File: src/rtl/hazard_tracker_pkg.sv
// Purpose: shared types and constants for the producer-side hazard tracker.
// Latency: n/a (types, constants and a pure helper function only).
// Backpressure: n/a.
package hazard_tracker_pkg;

    // Tuse encoding: this operand is not read by the instruction.
    localparam logic [1:0] TUSE_NONE = 2'd3;

    // Tnew encodings. A PC+8 or lui result is ready as soon as it enters E.
    localparam logic [1:0] TNEW_PC8  = 2'd0;
    localparam logic [1:0] TNEW_ALU  = 2'd1;
    localparam logic [1:0] TNEW_LOAD = 2'd2;

    // Per-stage bookkeeping for one in-flight instruction.
    typedef struct packed {
        logic       reg_write;
        logic [4:0] a3;
        logic [1:0] tnew;
    } hz_entry_t;

    // A bubble writes nothing and has no pending result.
    localparam hz_entry_t HZ_BUBBLE = '{reg_write: 1'b0, a3: 5'd0, tnew: TNEW_PC8};

    // Count remaining latency down by one stage, holding at zero.
    function automatic logic [1:0] dec_tnew(input logic [1:0] t);
        return (t == 2'd0) ? 2'd0 : t - 2'd1;
    endfunction

endpackage

File: src/rtl/hz_stage_reg.sv
// Purpose: one pipeline stage of {RegWrite, A3, Tnew} bookkeeping.
// Latency: 1 cycle, d to q.
// Backpressure: none; loads every cycle, bubble input overrides the data.
// Ports: clk/reset (sync, active-high), bubble (load HZ_BUBBLE),
//        dec_en (count Tnew down while loading), d (incoming entry), q (held entry).
module hz_stage_reg
    import hazard_tracker_pkg::*;
(
    input  logic      clk,
    input  logic      reset,
    input  logic      bubble,
    input  logic      dec_en,
    input  hz_entry_t d,
    output hz_entry_t q
);

    always_ff @(posedge clk) begin
        if (reset || bubble) begin
            q <= HZ_BUBBLE;
        end else begin
            q.reg_write <= d.reg_write;
            q.a3        <= d.a3;
            q.tnew      <= dec_en ? dec_tnew(d.tnew) : d.tnew;
        end
    end

endmodule

File: src/rtl/hazard_tracker.sv
// Purpose: track destination/Tnew of E, M, W instructions and raise stall on D-stage RAW hazards.
// Latency: stage outputs registered (1 cycle per stage); stall is combinational from D inputs.
// Backpressure: stall freezes PC/D upstream and injects a bubble into E; flush overrides stall.
// Ports: A1_D/A2_D/Tuse_*_D (D-stage operand reads), RegWrite_D/A3_D/Tnew_D (D-stage producer),
//        flush (bubble E/M/W), per-stage RegWrite/A3/Tnew outputs, stall, stall_cycles (saturating).
module hazard_tracker
    import hazard_tracker_pkg::*;
#(
    parameter int CNT_W = 16
) (
    input  logic             clk,
    input  logic             reset,
    input  logic [4:0]       A1_D,
    input  logic [4:0]       A2_D,
    input  logic [1:0]       Tuse_rs_D,
    input  logic [1:0]       Tuse_rt_D,
    input  logic             RegWrite_D,
    input  logic [4:0]       A3_D,
    input  logic [1:0]       Tnew_D,
    input  logic             flush,
    output logic             RegWrite_E,
    output logic             RegWrite_M,
    output logic             RegWrite_W,
    output logic [4:0]       A3_E,
    output logic [4:0]       A3_M,
    output logic [4:0]       A3_W,
    output logic [1:0]       Tnew_E,
    output logic [1:0]       Tnew_M,
    output logic [1:0]       Tnew_W,
    output logic             stall,
    output logic [CNT_W-1:0] stall_cycles
);

    hz_entry_t d_ent, e_q, m_q, w_q;

    assign d_ent = '{reg_write: RegWrite_D, a3: A3_D, tnew: Tnew_D};

    // A stage blocks an operand when it will write that (non-zero) register
    // later than the D instruction needs to consume it.
    function automatic logic hz(input hz_entry_t s, input logic [4:0] a, input logic [1:0] tuse);
        return s.reg_write && (s.a3 != 5'd0) && (s.a3 == a) &&
               (tuse != TUSE_NONE) && (tuse < s.tnew);
    endfunction

    // W is never checked: a legal Tnew has always reached zero by then.
    always_comb begin
        stall = 1'b0;
        if (!reset && !flush) begin
            stall = hz(e_q, A1_D, Tuse_rs_D) | hz(e_q, A2_D, Tuse_rt_D) |
                    hz(m_q, A1_D, Tuse_rs_D) | hz(m_q, A2_D, Tuse_rt_D);
        end
    end

    hz_stage_reg u_stage_e (
        .clk    (clk),
        .reset  (reset),
        .bubble (flush | stall),
        .dec_en (1'b0),
        .d      (d_ent),
        .q      (e_q)
    );

    hz_stage_reg u_stage_m (
        .clk    (clk),
        .reset  (reset),
        .bubble (flush),
        .dec_en (1'b1),
        .d      (e_q),
        .q      (m_q)
    );

    hz_stage_reg u_stage_w (
        .clk    (clk),
        .reset  (reset),
        .bubble (flush),
        .dec_en (1'b1),
        .d      (m_q),
        .q      (w_q)
    );

    // Flush leaves the count alone; only reset clears it.
    always_ff @(posedge clk) begin
        if (reset) begin
            stall_cycles <= '0;
        end else if (stall && !(&stall_cycles)) begin
            stall_cycles <= stall_cycles + {{(CNT_W-1){1'b0}}, 1'b1};
        end
    end

    assign RegWrite_E = e_q.reg_write;
    assign RegWrite_M = m_q.reg_write;
    assign RegWrite_W = w_q.reg_write;
    assign A3_E       = e_q.a3;
    assign A3_M       = m_q.a3;
    assign A3_W       = w_q.a3;
    assign Tnew_E     = e_q.tnew;
    assign Tnew_M     = m_q.tnew;
    assign Tnew_W     = w_q.tnew;

endmodule

File: config.mk
export PLATFORM = sky130hd
export DESIGN_NAME = hazard_tracker
export DESIGN_NICKNAME = d
export VERILOG_FILES = /design/src/rtl/hazard_tracker_pkg.sv /design/src/rtl/hz_stage_reg.sv /design/src/rtl/hazard_tracker.sv
export SDC_FILE = /design/constraint.sdc
export NUM_CORES = 1
export LEC_CHECK = 0
export ABC_CLOCK_PERIOD_IN_PS = 3200
export CORE_MARGIN = 1
export CORE_UTILIZATION = 45
export CTS_BUF_LIST = sky130_fd_sc_hd__clkbuf_8
export DETAILED_ROUTE_END_ITERATION = 6
export GPL_TIMING_DRIVEN = 1
export PLACE_DENSITY = 0.82
export SYNTH_ARGS = -nofsm -noshare
export SYNTH_HDL_FRONTEND = slang
export SYNTH_HIERARCHICAL = 1
export SYNTH_SLANG_ARGS = --single-unit
File: constraint.sdc
create_clock -name clk -period 3.2 [get_ports clk]
set_input_delay 0.48 -clock clk [delete_from_list [all_inputs] [get_ports clk]]
set_output_delay 0.48 -clock clk [all_outputs]
set_load 0.01 [all_outputs]
# Word level (Yosys, flattened, before mapping)
# Index checks and enable logic that the tools add are counted.
# W data, S select, Z words.
# word_totals
regBits,40
in_bits,25
elab_cells,56
# classes
addsub,3
n_lt_le_gt_ge,4
eq_ne,6
muxes,1
n_bitwise,4
n_reduce_logical,28
# ops
operator,n
$eq A5 B5 Y1,4
$add A16 B1 Y16 const B,1
$logic_and A1 B1 Y1,16
$reduce_and A16 Y1,1
$reduce_bool A5 Y1,2
$lt A2 B2 Y1,4
$logic_not A2 Y1,2
$ne A2 B2 Y1 const B,2
$or A1 B1 Y1,4
$reduce_or A2 Y1,2
$sub A2 B1 Y2 const B,2
$logic_not A1 Y1,3
$logic_or A1 B1 Y1,2
$mux W1,1

# Logic depth before layout (Yosys ltp)
# depth
depth_word,11
depth_mapped,10

# Cells and area by module
# Netlist, hierarchy kept.
# modules_own_cells
mod,n_inst,cells_per_inst,area_each_um2,seq_area_each_um2
hazard_tracker,1,142,1194.9,320.3
hz_stage_reg,3,20,246.5,160.2

# Worst setup path before layout
# Ideal clock, no wire load.
# synth_path
kind,input-to-reg
startpoint,input Tuse_rs_D[1]
endpoint,register stall_cycles[11]
setup_time_ns,0.123
arrival_time_ns,2.175
t_required_ns,3.077
path_slack_ns,0.902
path_stages,8
path_buffers,0
path_cell_list,ha_1 > nor2b_1 > nor3_1 > nand4_1 > a21oi_2 > o21ai_2 > nor4_1 > mux2_1
# synth_via
elab_chain_cells,8
# synth_rtl
item,line_no,rtl
from (decl),hazard_tracker.sv:15,"input logic [1:0] Tuse_rs_D,"
$ne A2 B2 Y1,hazard_tracker.sv:42,(tuse != TUSE_NONE) && (tuse < s.tnew);
$logic_and A1 B1 Y1,hazard_tracker.sv:41,return s.reg_write && (s.a3 != 5'd0) && (s.a3 == a) &&
$logic_and A1 B1 Y1,hazard_tracker.sv:42,
$or A1 B1 Y1,hazard_tracker.sv:49,"stall = hz(e_q, A1_D, Tuse_rs_D) | hz(e_q, A2_D, Tuse_rt_D) |"
$or A1 B1 Y1 (*),hazard_tracker.sv:49,
$or A1 B1 Y1 (*),hazard_tracker.sv:50,"hz(m_q, A1_D, Tuse_rs_D) | hz(m_q, A2_D, Tuse_rt_D);"
$mux W1 (*),hazard_tracker.sv:48,if (!reset && !flush) begin
$logic_and A1 B1 Y1 (*),hazard_tracker.sv:85,end else if (stall && !(&stall_cycles)) begin
to (signal assigned),hazard_tracker.sv:86,"stall_cycles <= stall_cycles + {{(CNT_W-1){1'b0}}, 1'b1};"
to (decl),hazard_tracker.sv:31,output logic [CNT_W-1:0] stall_cycles
# Mark *: on every way between the ends. The rest lies on a longest branch, timed or not.
# A chain may end at the register's enable or synchronous reset.

# Final worst setup path
# layout_path
startpoint,input Tuse_rt_D[1]
endpoint,output stall
# layout_via
elab_chain_cells,7
# layout_rtl
item,line_no,rtl
from (decl),hazard_tracker.sv:16,"input logic [1:0] Tuse_rt_D,"
$ne A2 B2 Y1,hazard_tracker.sv:42,
$logic_and A1 B1 Y1,hazard_tracker.sv:41,
$logic_and A1 B1 Y1,hazard_tracker.sv:42,
$or A1 B1 Y1 (2 in series),hazard_tracker.sv:49,
$or A1 B1 Y1 (*),hazard_tracker.sv:50,
$mux W1 (*),hazard_tracker.sv:48,
to (decl),hazard_tracker.sv:30,"output logic stall,"
# Marks and branches as above.

==> results by stage <==
Drt:
- The count of nets left with antenna violations once routing finished came out at 0.
- The average wire per standard cell is 13.3 um.
- The routed layout has 1696 vias.
- The count of unresolved DRC violations after routing is 0.
- The length of the first detailed-routing pass in iterations is 4.
- After the first detailed-routing iteration, the DRC count stood at 80.
- The total routed wirelength is 4.46 mm.
- The detailed-route vias per instance is 5.06.

Synthesis:
- Counting instances in the post-synthesis netlist gives the leading cell types as sky130_fd_sc_hd__dfxtp_1, sky130_fd_sc_hd__xor2_1, sky130_fd_sc_hd__and2_1.
- After technology mapping, the gate count stands at 202.
- The sequential cell area fraction in the yosys report is 41.4%.
- The synthesized cell area is 1930 um2.
- Ranked by total cell area, the synthesized netlist is headed by sky130_fd_sc_hd__dfxtp_1, sky130_fd_sc_hd__xor2_1, sky130_fd_sc_hd__and2_1.
- The top-area cell type share of the netlist area is 41.4%.
- The count of unique library cells instantiated by Yosys is 43.
- Counting flops with a built-in enable in the synthesized netlist gives 0.
- Among all flip-flop cells after synthesis, the most frequent one is sky130_fd_sc_hd__dfxtp_1.
- After synthesis, the mean cell area works out to 9.58 um2.
- The async set-or-reset flop fraction in the synthesized netlist is 0%.
- During synthesis, Yosys emitted a total of 6 warnings.
- The register bit total from synthesis is 40.
- Among all cell types in the netlist, the one instantiated most often is sky130_fd_sc_hd__dfxtp_1.
- The biggest area contributor in the post-synthesis netlist is sky130_fd_sc_hd__dfxtp_1.

Timing:
- Setup repair after global routing left no endpoint under its margin.
- The total count of hold-check failures in the final report is 0.
- The count of final max-slew check failures is 0.
- The worst clock skew on the final layout is 0.00529 ns.
- Setup violations remaining at the end of the flow were counted as 0.
- Derived from the worst setup path, the maximum achievable clock frequency is 324 MHz.
- The final setup TNS is 0 ns.
- The ratio of final minimum period to clock period is 96.4%.
- The final period demand of the worst path is 3.09 ns.

Flow run:
- The max-capacitance violation count is 0.

CTS:
- The clock net sink count is 40.
- Hold repair after CTS inserted 0 buffers.
- The clock slew at the register clock pins of the worst setup and hold paths is 0.07 ns.
- The count of instances resized after the clock tree is built is 0.
- TritonCTS created 5 clock buffers.
- The depth of the CTS H-tree is 2.
- The number of buffers added for setup after CTS is 0.
- TritonCTS built the clock tree.
- Clock tree synthesis selected as its root buffer the cell sky130_fd_sc_hd__clkbuf_8.
- No sink is reached through more buffers than the 2 on the longest clock path.
- At the later pin of the worst-skew pair, clock insertion delay measures 0.29 ns.

GRT:
- The sum of overflow across all layers after global routing is 0.
- The largest net degree at the start of global routing is 18.
- The initial antenna violation count is 0.
- The first-pass GRT wire length is 7.14 mm.
- Global routing used 21.3% of the available tracks.
- The number of global-route vias before repair is 1538.

Floorplanning:
- 66 I/O pins were placed.
- The x dimension of the die is 67.6 um.
- The placeable core region is 4060 um2.
- The die is 67.6 um tall.
- The placement row count is 23.
- The effective utilization at floorplan is 47.7%.
- The die covers 4570 um2.

Final layout:
- The number of antenna diodes in the final layout is 0.
- In the final design database the tool counted 314 nets.
- With fillers left out, the area of the finished cells amounts to 2830 um2.
- The area overhead of the layout relative to synthesis is 46.1%.
- The layout cell share with drive strength beyond 1 is 9.82%.

Worst setup path:
- In this run the worst path has a maximum fanout of 4.
- The first element of the critical path is Tuse_rt_D[1].
- The worst setup path is of the in2out kind.
- The setup check on the worst reg-to-reg path leaves a slack of 0.71 ns.
- For the worst setup path, the data arrival time is 2.61 ns.
- The nature of the critical path startpoint is an input pin.
- The startpoint of the worst-slack reg-to-reg timing path is u_stage_m/q[1]$_SDFF_PP0_.
- STA classifies the critical path endpoint as an output pin.
- The required time at the worst-slack endpoint is 2.72 ns.

Power:
- The sequential share of power is 48.1%.
- The share of total power dissipated in the clock network is 42.0%.
- In this run the power density over the cells is 377 nW/um2.
- The net load switching power is 0.225 mW.
- Net switching is 21.1% of the power.
- The leakage power is 1.08 nW.
- The internal power of the cells totals 0.840 mW.
- The share of power burned in combinational logic is 9.9%.
- Across the VDD grid, the largest voltage drop is 0.273 mV.

Outcome:
- The flow ran to the end, and the final reports show no timing, DRC or antenna violations.

Min path:
- The classification of the worst-slack hold path is reg2reg.
- The hold path startpoint is u_stage_m/q[7]$_SDFF_PP0_.

Placement:
- The routability-driven placement congestion ratio is 0.847.
- Port buffering added 65 buffers.
- The wire-length estimate of the detail-placed layout is 3.43 mm.
- The placed instance area is 2700 um2.
registers in the layout (all words and copies together) (netlist names):
name	cells
u_stage_e/q	8
u_stage_m/q	8
stall_cycles	16
u_stage_w/q	8
metal layers:
metal	vias to the layer above	track usage [%]	part of all wire, %
met5	-	0	0
met4	0	5.05	0.65
met3	3	6.08	5.8
met2	48	35.9	48
met1	774	26.3	45
li1	871	-	-
final cells by class:
| type | instances | area (um2) |
|---|---|---|
| inverters | 4 | 15.0 |
| fillers | 317 | 1230 |
| multi-input cells | 163 | 1130 |
| repair buffers | 70 | 688 |
| flip-flops and latches | 40 | 801 |
| well taps | 50 | 62.6 |
| clock inverters | 1 | 30.0 |
| clock buffers | 7 | 96.3 |
power groups by stage:
stage / clock network (mW) / registers (mW) / logic, mW
final: 0.447 / 0.512 / 0.105
after global routing: 0.478 / 0.513 / 0.115
after CTS: 0.458 / 0.512 / 0.106
after detailed placement: 0 / 0.524 / 0.105
after global placement: 0 / 0.524 / 0.104
after floorplan: 0 / 0.524 / 0.0426
path summary, 6_finish.rpt:
path | to | depth (start not counted)
min reg2reg | u_stage_w/q[7]$_SDFF_PP0_ | 1
min | u_stage_w/q[7]$_SDFF_PP0_ | 1
max reg2reg | stall_cycles[11]$_SDFFE_PP0P_ | 10
max | stall | 8
critical path: stages:
cell	delay [ns]
sky130_fd_sc_hd__clkdlybuf4s50_1	0.49
sky130_fd_sc_hd__ha_1	0.34
sky130_fd_sc_hd__nor2b_1	0.13
sky130_fd_sc_hd__nor3_1	0.20
sky130_fd_sc_hd__nand4_1	0.15
sky130_fd_sc_hd__a21oi_2	0.17
sky130_fd_sc_hd__or2_2	0.12
sky130_fd_sc_hd__clkdlybuf4s50_1	0.52
kinds of logic after synthesis:
group | after synthesis | synth area share (%)
and+or+nand+nor | 85 | 26.3
DFF | 40 | 41.4
AOI/OAI and AO/OA | 36 | 14.5
xor gates and xnor gates | 26 | 11.8
buffers and inverters | 6 | 1.36
adders and majority gates | 5 | 3.23
other | 2 | 0.388
muxes | 2 | 1.10
through the flow:
stage | setup slack [ns] | instances | total power [mW] | util [%] | hold slack [ns]
3_5_place_dp | 0.191 | 327 | 0.629 | 66.5 | 0.499
3_3_place_gp | 0.210 | 327 | 0.627 | 66.5 | 0.497
5_1_grt | 0.00395 | 335 | 1.11 | 69.7 | 0.532
6_report | 0.115 | 335 | 1.06 | 69.7 | 0.507
4_1_cts | 0.121 | 335 | 1.08 | 69.7 | 0.509
2_1_floorplan | 0.902 | 209 | 0.567 | - | 0.511
layout by cell type, fill, tap and decap left out, types with 3 or more instances in the layout:
cell type                         Yosys  layout
sky130_fd_sc_hd__clkbuf_8             0       7
sky130_fd_sc_hd__or4_1                3       3
sky130_fd_sc_hd__o21a_1               6       6
sky130_fd_sc_hd__o21ai_0              6       6
sky130_fd_sc_hd__xor2_1              22      22
sky130_fd_sc_hd__nor2_4               3       3
sky130_fd_sc_hd__nand3b_1             3       3
sky130_fd_sc_hd__nand3_1              5       5
sky130_fd_sc_hd__ha_1                 5       5
sky130_fd_sc_hd__nor2b_1              3       3
sky130_fd_sc_hd__xnor2_1              4       4
sky130_fd_sc_hd__inv_1                4       4
sky130_fd_sc_hd__nand2b_1             6       6
sky130_fd_sc_hd__and3_1               6       6
sky130_fd_sc_hd__a21oi_1              5       5
sky130_fd_sc_hd__buf_4                1       5
sky130_fd_sc_hd__nand4_1              6       6
sky130_fd_sc_hd__or3_1                4       4
sky130_fd_sc_hd__dfxtp_1             40      40
sky130_fd_sc_hd__nand2_1              5       5
sky130_fd_sc_hd__conb_1               2       9
sky130_fd_sc_hd__nor2_1              11      11
sky130_fd_sc_hd__a21boi_2             3       3
sky130_fd_sc_hd__clkdlybuf4s50_1      0      65
sky130_fd_sc_hd__nor3_1               8       8
sky130_fd_sc_hd__and2_1              18      18
Note: power is estimated with default switching activity, not from simulation.
